**config.mk**
```make
export PLATFORM = sky130hd
export DESIGN_NAME = mod_control_pipe
export DESIGN_NICKNAME = d
export VERILOG_FILES = /design/src/rtl/mod_control_pipe.sv
export SDC_FILE = /design/constraint.sdc
export NUM_CORES = 1
export LEC_CHECK = 0
export CAP_MARGIN = 15
export CORE_MARGIN = 4
export CORE_UTILIZATION = 48
export CTS_BUF_LIST = sky130_fd_sc_hd__clkbuf_4 sky130_fd_sc_hd__clkbuf_8
export CTS_CLUSTER_DIAMETER = 120
export DETAILED_ROUTE_END_ITERATION = 10
export MAX_ROUTING_LAYER = met4
export PLACE_DENSITY_LB_ADDON = 0.15
export SYNTH_ARGS = -nofsm -noshare
export SYNTH_HDL_FRONTEND = slang
export SYNTH_SLANG_ARGS = --single-unit
```
**constraint.sdc**
```tcl
create_clock -name i_clock -period 2.2 [get_ports i_clock]
set_input_delay 0.44 -clock i_clock [delete_from_list [all_inputs] [get_ports i_clock]]
set_output_delay 0.44 -clock i_clock [all_outputs]
set_load 0.05 [all_outputs]
```
**src/rtl/mod_control_pipe.sv**
```systemverilog
// mod_control_pipe: main control decoder registered at the ID/EX boundary.
// It decodes each instruction into an 18-bit control word and presents that
// word one cycle later. It uses a valid/ready handshake toward decode and honours
// a downstream stall and a flush. Multi-cycle multiply/divide operations are
// sequenced here: decode is back-pressured for MD_LATENCY cycles.
//
// Ports (mod_control_pipe)
//   i_clock      rising-edge clock
//   i_reset      asynchronous, active-low reset
//   i_operation  opcode [31:26]
//   i_function   funct [5:0]
//   i_valid      instruction present at decode
//   o_ready      combinational; instruction consumed when i_valid & o_ready
//   i_stall      downstream hold, freezes the output register
//   i_flush      squash, the output register loads a bubble
//   o_control    registered control word
//   o_valid      registered; o_control carries a real instruction
//   o_md_start   one-cycle pulse in the first busy cycle
//   o_md_busy    multiply/divide in progress
//   o_md_done    one-cycle pulse after the last busy cycle
//   o_md_count   remaining busy cycles minus one (0 when not busy)
//
// Control word layout:
//   RegDst[17] MemToReg[16] MemRead[15] Branch[14] MemWrite[13] Ope[12:10]
//   ALUSrc[9] RegWrite[8] ShiftSrc[7] JmpSrc[6] JReturnDst[5] EQorNE[4]
//   DataMask[3:2] IsUnsigned[1] JmpOrBrch[0]

// mod_control: combinational main control decoder.
//   i_operation, i_function  instruction fields
//   i_enable_control         1 forces an all-zero (bubble) control word
//   o_control                decoded control word
module mod_control #(
  parameter int NB_FUNCTION = 6,
  parameter int NB_CONTROL  = 18
) (
  input  logic [NB_FUNCTION-1:0] i_operation,
  input  logic [NB_FUNCTION-1:0] i_function,
  input  logic                   i_enable_control,
  output logic [NB_CONTROL-1:0]  o_control
);

  logic [17:0] word;

  always_comb begin
    word = 18'h00000;
    case (i_operation)
      6'b000000: begin
        case (i_function)
          6'b000000, 6'b000010, 6'b000011: word = 18'h0058C; // shift by shamt
          6'b001000:                       word = 18'h0000D; // JR
          6'b001001:                       word = 18'h0012D; // JALR
          6'b011000, 6'b011001,
          6'b011010, 6'b011011:            word = 18'h0000D; // MULT/MULTU/DIV/DIVU
          default:                         word = 18'h0050C; // register ALU op
        endcase
      end
      6'b000010: word = 18'h0004C; // J
      6'b000011: word = 18'h0016C; // JAL
      6'b000100: word = 18'h0404C; // BEQ
      6'b000101: word = 18'h0405C; // BNE
      6'b001000: word = 18'h20B0C; // ADDI
      6'b001001: word = 18'h20B0E; // ADDIU
      6'b001010: word = 18'h21F0C; // SLTI
      6'b001011: word = 18'h21F0E; // SLTIU
      6'b001100: word = 18'h20F0E; // ANDI (zero-extended immediate)
      6'b001101: word = 18'h2130E; // ORI
      6'b001110: word = 18'h2170E; // XORI
      6'b001111: word = 18'h21B0C; // LUI
      6'b100000: word = 18'h38300; // LB
      6'b100001: word = 18'h38304; // LH
      6'b100011: word = 18'h3830C; // LW
      6'b100100: word = 18'h38302; // LBU
      6'b100101: word = 18'h38306; // LHU
      6'b100111: word = 18'h3830E; // LWU
      6'b101000: word = 18'h02200; // SB
      6'b101001: word = 18'h02204; // SH
      6'b101011: word = 18'h0220C; // SW
      default:   word = 18'h00000;
    endcase
    if (i_enable_control) begin
      word = 18'h00000;
    end
  end

  assign o_control = NB_CONTROL'(word);

endmodule

module mod_control_pipe #(
  parameter int NB_FUNCTION = 6,
  parameter int NB_CONTROL  = 18,
  parameter int MD_LATENCY  = 4,
  parameter int NB_COUNT    = 3
) (
  input  logic                   i_clock,
  input  logic                   i_reset,
  input  logic [NB_FUNCTION-1:0] i_operation,
  input  logic [NB_FUNCTION-1:0] i_function,
  input  logic                   i_valid,
  output logic                   o_ready,
  input  logic                   i_stall,
  input  logic                   i_flush,
  output logic [NB_CONTROL-1:0]  o_control,
  output logic                   o_valid,
  output logic                   o_md_start,
  output logic                   o_md_busy,
  output logic                   o_md_done,
  output logic [NB_COUNT-1:0]    o_md_count
);

  typedef enum logic [1:0] {
    MD_IDLE = 2'd0,
    MD_BUSY = 2'd1,
    MD_DONE = 2'd2
  } md_state_t;

  localparam logic [NB_COUNT-1:0] COUNT_LOAD = NB_COUNT'(MD_LATENCY - 1);

  md_state_t             state_q;
  logic [NB_COUNT-1:0]   count_q;
  logic                  md_start_q;
  logic                  md_done_q;
  logic [NB_CONTROL-1:0] control_q;
  logic [NB_CONTROL-1:0] control_d;
  logic                  valid_q;
  logic                  valid_d;
  logic [NB_CONTROL-1:0] dec_control;
  logic                  accept;
  logic                  is_md;
  logic                  md_issue;

  mod_control #(
    .NB_FUNCTION (NB_FUNCTION),
    .NB_CONTROL  (NB_CONTROL)
  ) u_decode (
    .i_operation      (i_operation),
    .i_function       (i_function),
    .i_enable_control (1'b0),
    .o_control        (dec_control)
  );

  assign o_ready  = ~i_stall & (state_q != MD_BUSY);
  assign accept   = i_valid & o_ready;
  assign is_md    = (i_operation == '0) & (i_function[5:2] == 4'b0110);
  // A flushed accept is consumed and discarded, so it must not issue.
  assign md_issue = accept & ~i_flush & is_md;

  // Stall beats flush; flush beats accept.
  always_comb begin
    control_d = control_q;
    valid_d   = valid_q;
    if (!i_stall) begin
      if (i_flush) begin
        control_d = '0;
        valid_d   = 1'b0;
      end else if (accept) begin
        control_d = dec_control;
        valid_d   = 1'b1;
      end else begin
        control_d = '0;
        valid_d   = 1'b0;
      end
    end
  end

  always_ff @(posedge i_clock or negedge i_reset) begin
    if (!i_reset) begin
      control_q <= '0;
      valid_q   <= 1'b0;
    end else begin
      control_q <= control_d;
      valid_q   <= valid_d;
    end
  end

  // Once issued, an operation runs to completion regardless of stall/flush.
  always_ff @(posedge i_clock or negedge i_reset) begin
    if (!i_reset) begin
      state_q    <= MD_IDLE;
      count_q    <= '0;
      md_start_q <= 1'b0;
      md_done_q  <= 1'b0;
    end else begin
      md_start_q <= 1'b0;
      md_done_q  <= 1'b0;
      case (state_q)
        MD_IDLE: begin
          if (md_issue) begin
            state_q    <= MD_BUSY;
            count_q    <= COUNT_LOAD;
            md_start_q <= 1'b1;
          end
        end
        MD_BUSY: begin
          if (count_q == '0) begin
            state_q   <= MD_DONE;
            md_done_q <= 1'b1;
          end else begin
            count_q <= count_q - 1'b1;
          end
        end
        MD_DONE: begin
          if (md_issue) begin
            state_q    <= MD_BUSY;
            count_q    <= COUNT_LOAD;
            md_start_q <= 1'b1;
          end else begin
            state_q <= MD_IDLE;
          end
        end
        default: begin
          state_q <= MD_IDLE;
          count_q <= '0;
        end
      endcase
    end
  end

  assign o_control  = control_q;
  assign o_valid    = valid_q;
  assign o_md_start = md_start_q;
  assign o_md_busy  = (state_q == MD_BUSY);
  assign o_md_done  = md_done_q;
  // The counter has already reached 0 before leaving MD_BUSY, so it reads 0 elsewhere.
  assign o_md_count = count_q;

endmodule
```
==> run metrics <==
outcome completed; CTS tree built; Syn Area/Cell 9.99 µm²; power density over the cells 440 mW/mm²; clk_lat worst skew 0.31 ns; dpl cells 220; Top Family by Delay on Critical Path buffers and inverters; clk_skew 0.00735 ns; commonest cells after routing, fill and taps aside clkdlybuf4s50_1, dfrtp_1, buf_4, nand2_1, a22o_1; Met3 Wirelength 163 µm; Worst-path clk slew 0.14 ns; met1 wire length 1.64 mm; Filler cells 222; CP Cell Sequence clkdlybuf4s50_1; Post-synth EDFFs 0; Congestion Overflow GR 0; post-synthesis async set-or-reset flop share 1.00; CP startpoint o_md_count[2]; CP max-delay cell clkdlybuf4s50_1; wire per inst 15.7 µm; Worst Path Max Fanout 6; P_sw 0.236 mW; syn_nets 160; Port Buffers 42; Initial Util 0.507; Pleak 0.910 nW; Finished Core Util 0.709; antenna violations before repair 0; Least-Margin Pin Slew 0.612 ns; Total GRT Usage 0.194; Std-Cell Rows 19; Buf+Inv Stages, Crit Path 1; core area 0.00278 mm²; total of warnings raised by yosys 0; ant diodes 0; Crit. End Element primary output; RR Startpoint state_q[0]; post-layout instance area 0.00197 mm²; Setup-failing EPs final 0; Die ar. 0.00387 mm²; 1st-iter DRT viols 35; Clock Tree Root clkbuf_4; postcts setup bufs 0; global-route wire length before repair 6.13 mm; placer's final routability congestion estimate 0.930; Reg power frac 0.539; clock power share 0.247; CTS buffer count 3; minimum clock period 2.06 ns; clock tree buffer depth 2; Synth area leader dfrtp_1; die width 62.2 µm; Routed Antenna Nets 0; vias in the first global route 1317; Resized cells post-CTS 0; Routed met2 length 1.68 mm; total power 0.869 mW; Max-slew headroom 0.586; Yosys cell types 47; Seq. cell area 626 µm²; Num Clock Sinks 25; area occupied by multi-input gates 704 µm²; vias per cell 5.61; Critical Path RT 1.76 ns; top cells by area, synth dfrtp_1, a22o_1, nand2_1; layout net count 213; top-area cell type share of the netlist area 0.444; Worst EP arrival 1.62 ns; commonest non-fill, non-tap cell in the layout clkdlybuf4s50_1; crit path kind reg -> out; Hold Fails Final Rpt 0; layout cell share with drive strength beyond 1 0.150; Int Pwr 0.633 mW; Hold-fix buffers, CTS 0; DR DRC count 0; Worst Hold Slack 0.463 ns; ys flop type dfrtp_1; synthesis-to-finish area growth 40.1%; Hold Path Class in -> async; sw frac 0.271; DR pass1 iterations 5; Die Span Y 62.2 µm; Mapped Area 0.00141 mm²; synthesized flop and latch total 25; Combinational Power Share 0.214; largest net degree at the start of global routing 26; Top Metal Used met4; area post-placement 0.00194 mm²; Max Cap Viol 0; fin. max-slew vios 0; post-synthesis sequential area ratio 0.444; crit path launch type register; Mapped Cells 141; achievable frequency 485 MHz; part of the cycle the worst path needs 0.937; via count 1256; maximum vdd ir drop 0.293 mV; Detailed Place HPWL 2.74 mm; I/O pin count 43; routed wire length 3.51 mm; RSZ-0062 raised after global routing false; Non-Filler Instances 224; slowest stage delay, CP 0.85 ns; # H-tree levels 1
cell families (layout without fill, tap and decap cells):
| kind of cell | after synthesis | in the layout | synth area share |
|---|---|---|---|
| AOI/OAI and AO/OA | 41 | 41 | 0.228 |
| xor gates and xnor gates | 1 | 1 | 0.00622 |
| muxes | 2 | 2 | 0.0142 |
| and+or+nand+nor | 53 | 53 | 0.232 |
| buffers and inverters | 17 | 69 | 0.0577 |
| DFF | 25 | 25 | 0.444 |
| adders and majority gates | 2 | 2 | 0.0178 |
final cells by class:
| type | count | share of cell area |
|---|---|---|
| Timing Repair Buffer | 58 | 0.278 |
| Sequential cell | 25 | 0.317 |
| Clock buffer | 4 | 0.0152 |
| Tap cell | 31 | 0.0197 |
| Inverter | 7 | 0.0133 |
| Multi-Input combinational cell | 99 | 0.357 |
sequential cells by signal, summed over array words and instances, names as in the netlist:
register,flops
o_control,17
o_md_count,3
state_q,2
o_md_done,1
o_md_start,1
o_valid,1
power groups by stage:
stage          combinational, mW  sequential [mW]  clock [mW]
6_report                   0.186            0.468       0.215
5_1_grt                    0.201            0.469       0.250
4_1_cts                    0.186            0.469       0.220
3_5_place_dp               0.185            0.477           0
3_3_place_gp               0.182            0.477           0
2_1_floorplan             0.0745            0.497           0
worst paths after layout:
check | to | slack [ns] | depth (start not counted)
min in group i_clock | o_valid | 0.50 | 1
max | o_md_count[2] | 0.14 | 1
max in group asynchronous | o_control[1] | 1.49 | 2
max reg2reg | o_control[12] | 0.44 | 4
min reg2reg | o_valid | 0.50 | 1
min | state_q[1] | 0.46 | 2
cells in the mapped netlist (2+ instances only):
cell type,n
a21o_1,2
a22o_1,11
buf_4,2
nand3b_1,4
a21oi_1,2
nand2_1,13
nand3_1,2
a2bb2oi_1,2
o21ai_0,8
nand2b_1,5
a32o_1,4
nor4bb_1,2
clkbuf_1,4
nor2b_1,4
a31oi_1,2
mux2i_1,2
nor2_1,10
inv_1,7
dfrtp_1,25
buf_2,2
ha_1,2
layer usage:
layer | vias to the layer above | GRT usage
li1 | 624 | -
met1 | 593 | 0.243
met2 | 33 | 0.321
met3 | 6 | 0.0378
met4 | 0 | 0.0488
met5 | - | -
metrics by stage:
step | setup slack (ns) | TNS, ns
final | 0.139 | 0
after global routing | 0.0427 | 0
after global placement | -0.0358 | -0.0358
after floorplan | 0.259 | 0
after detailed placement | -0.0577 | -0.114
after CTS | 0.122 | 0
Note: power is estimated with default switching activity, not from simulation.
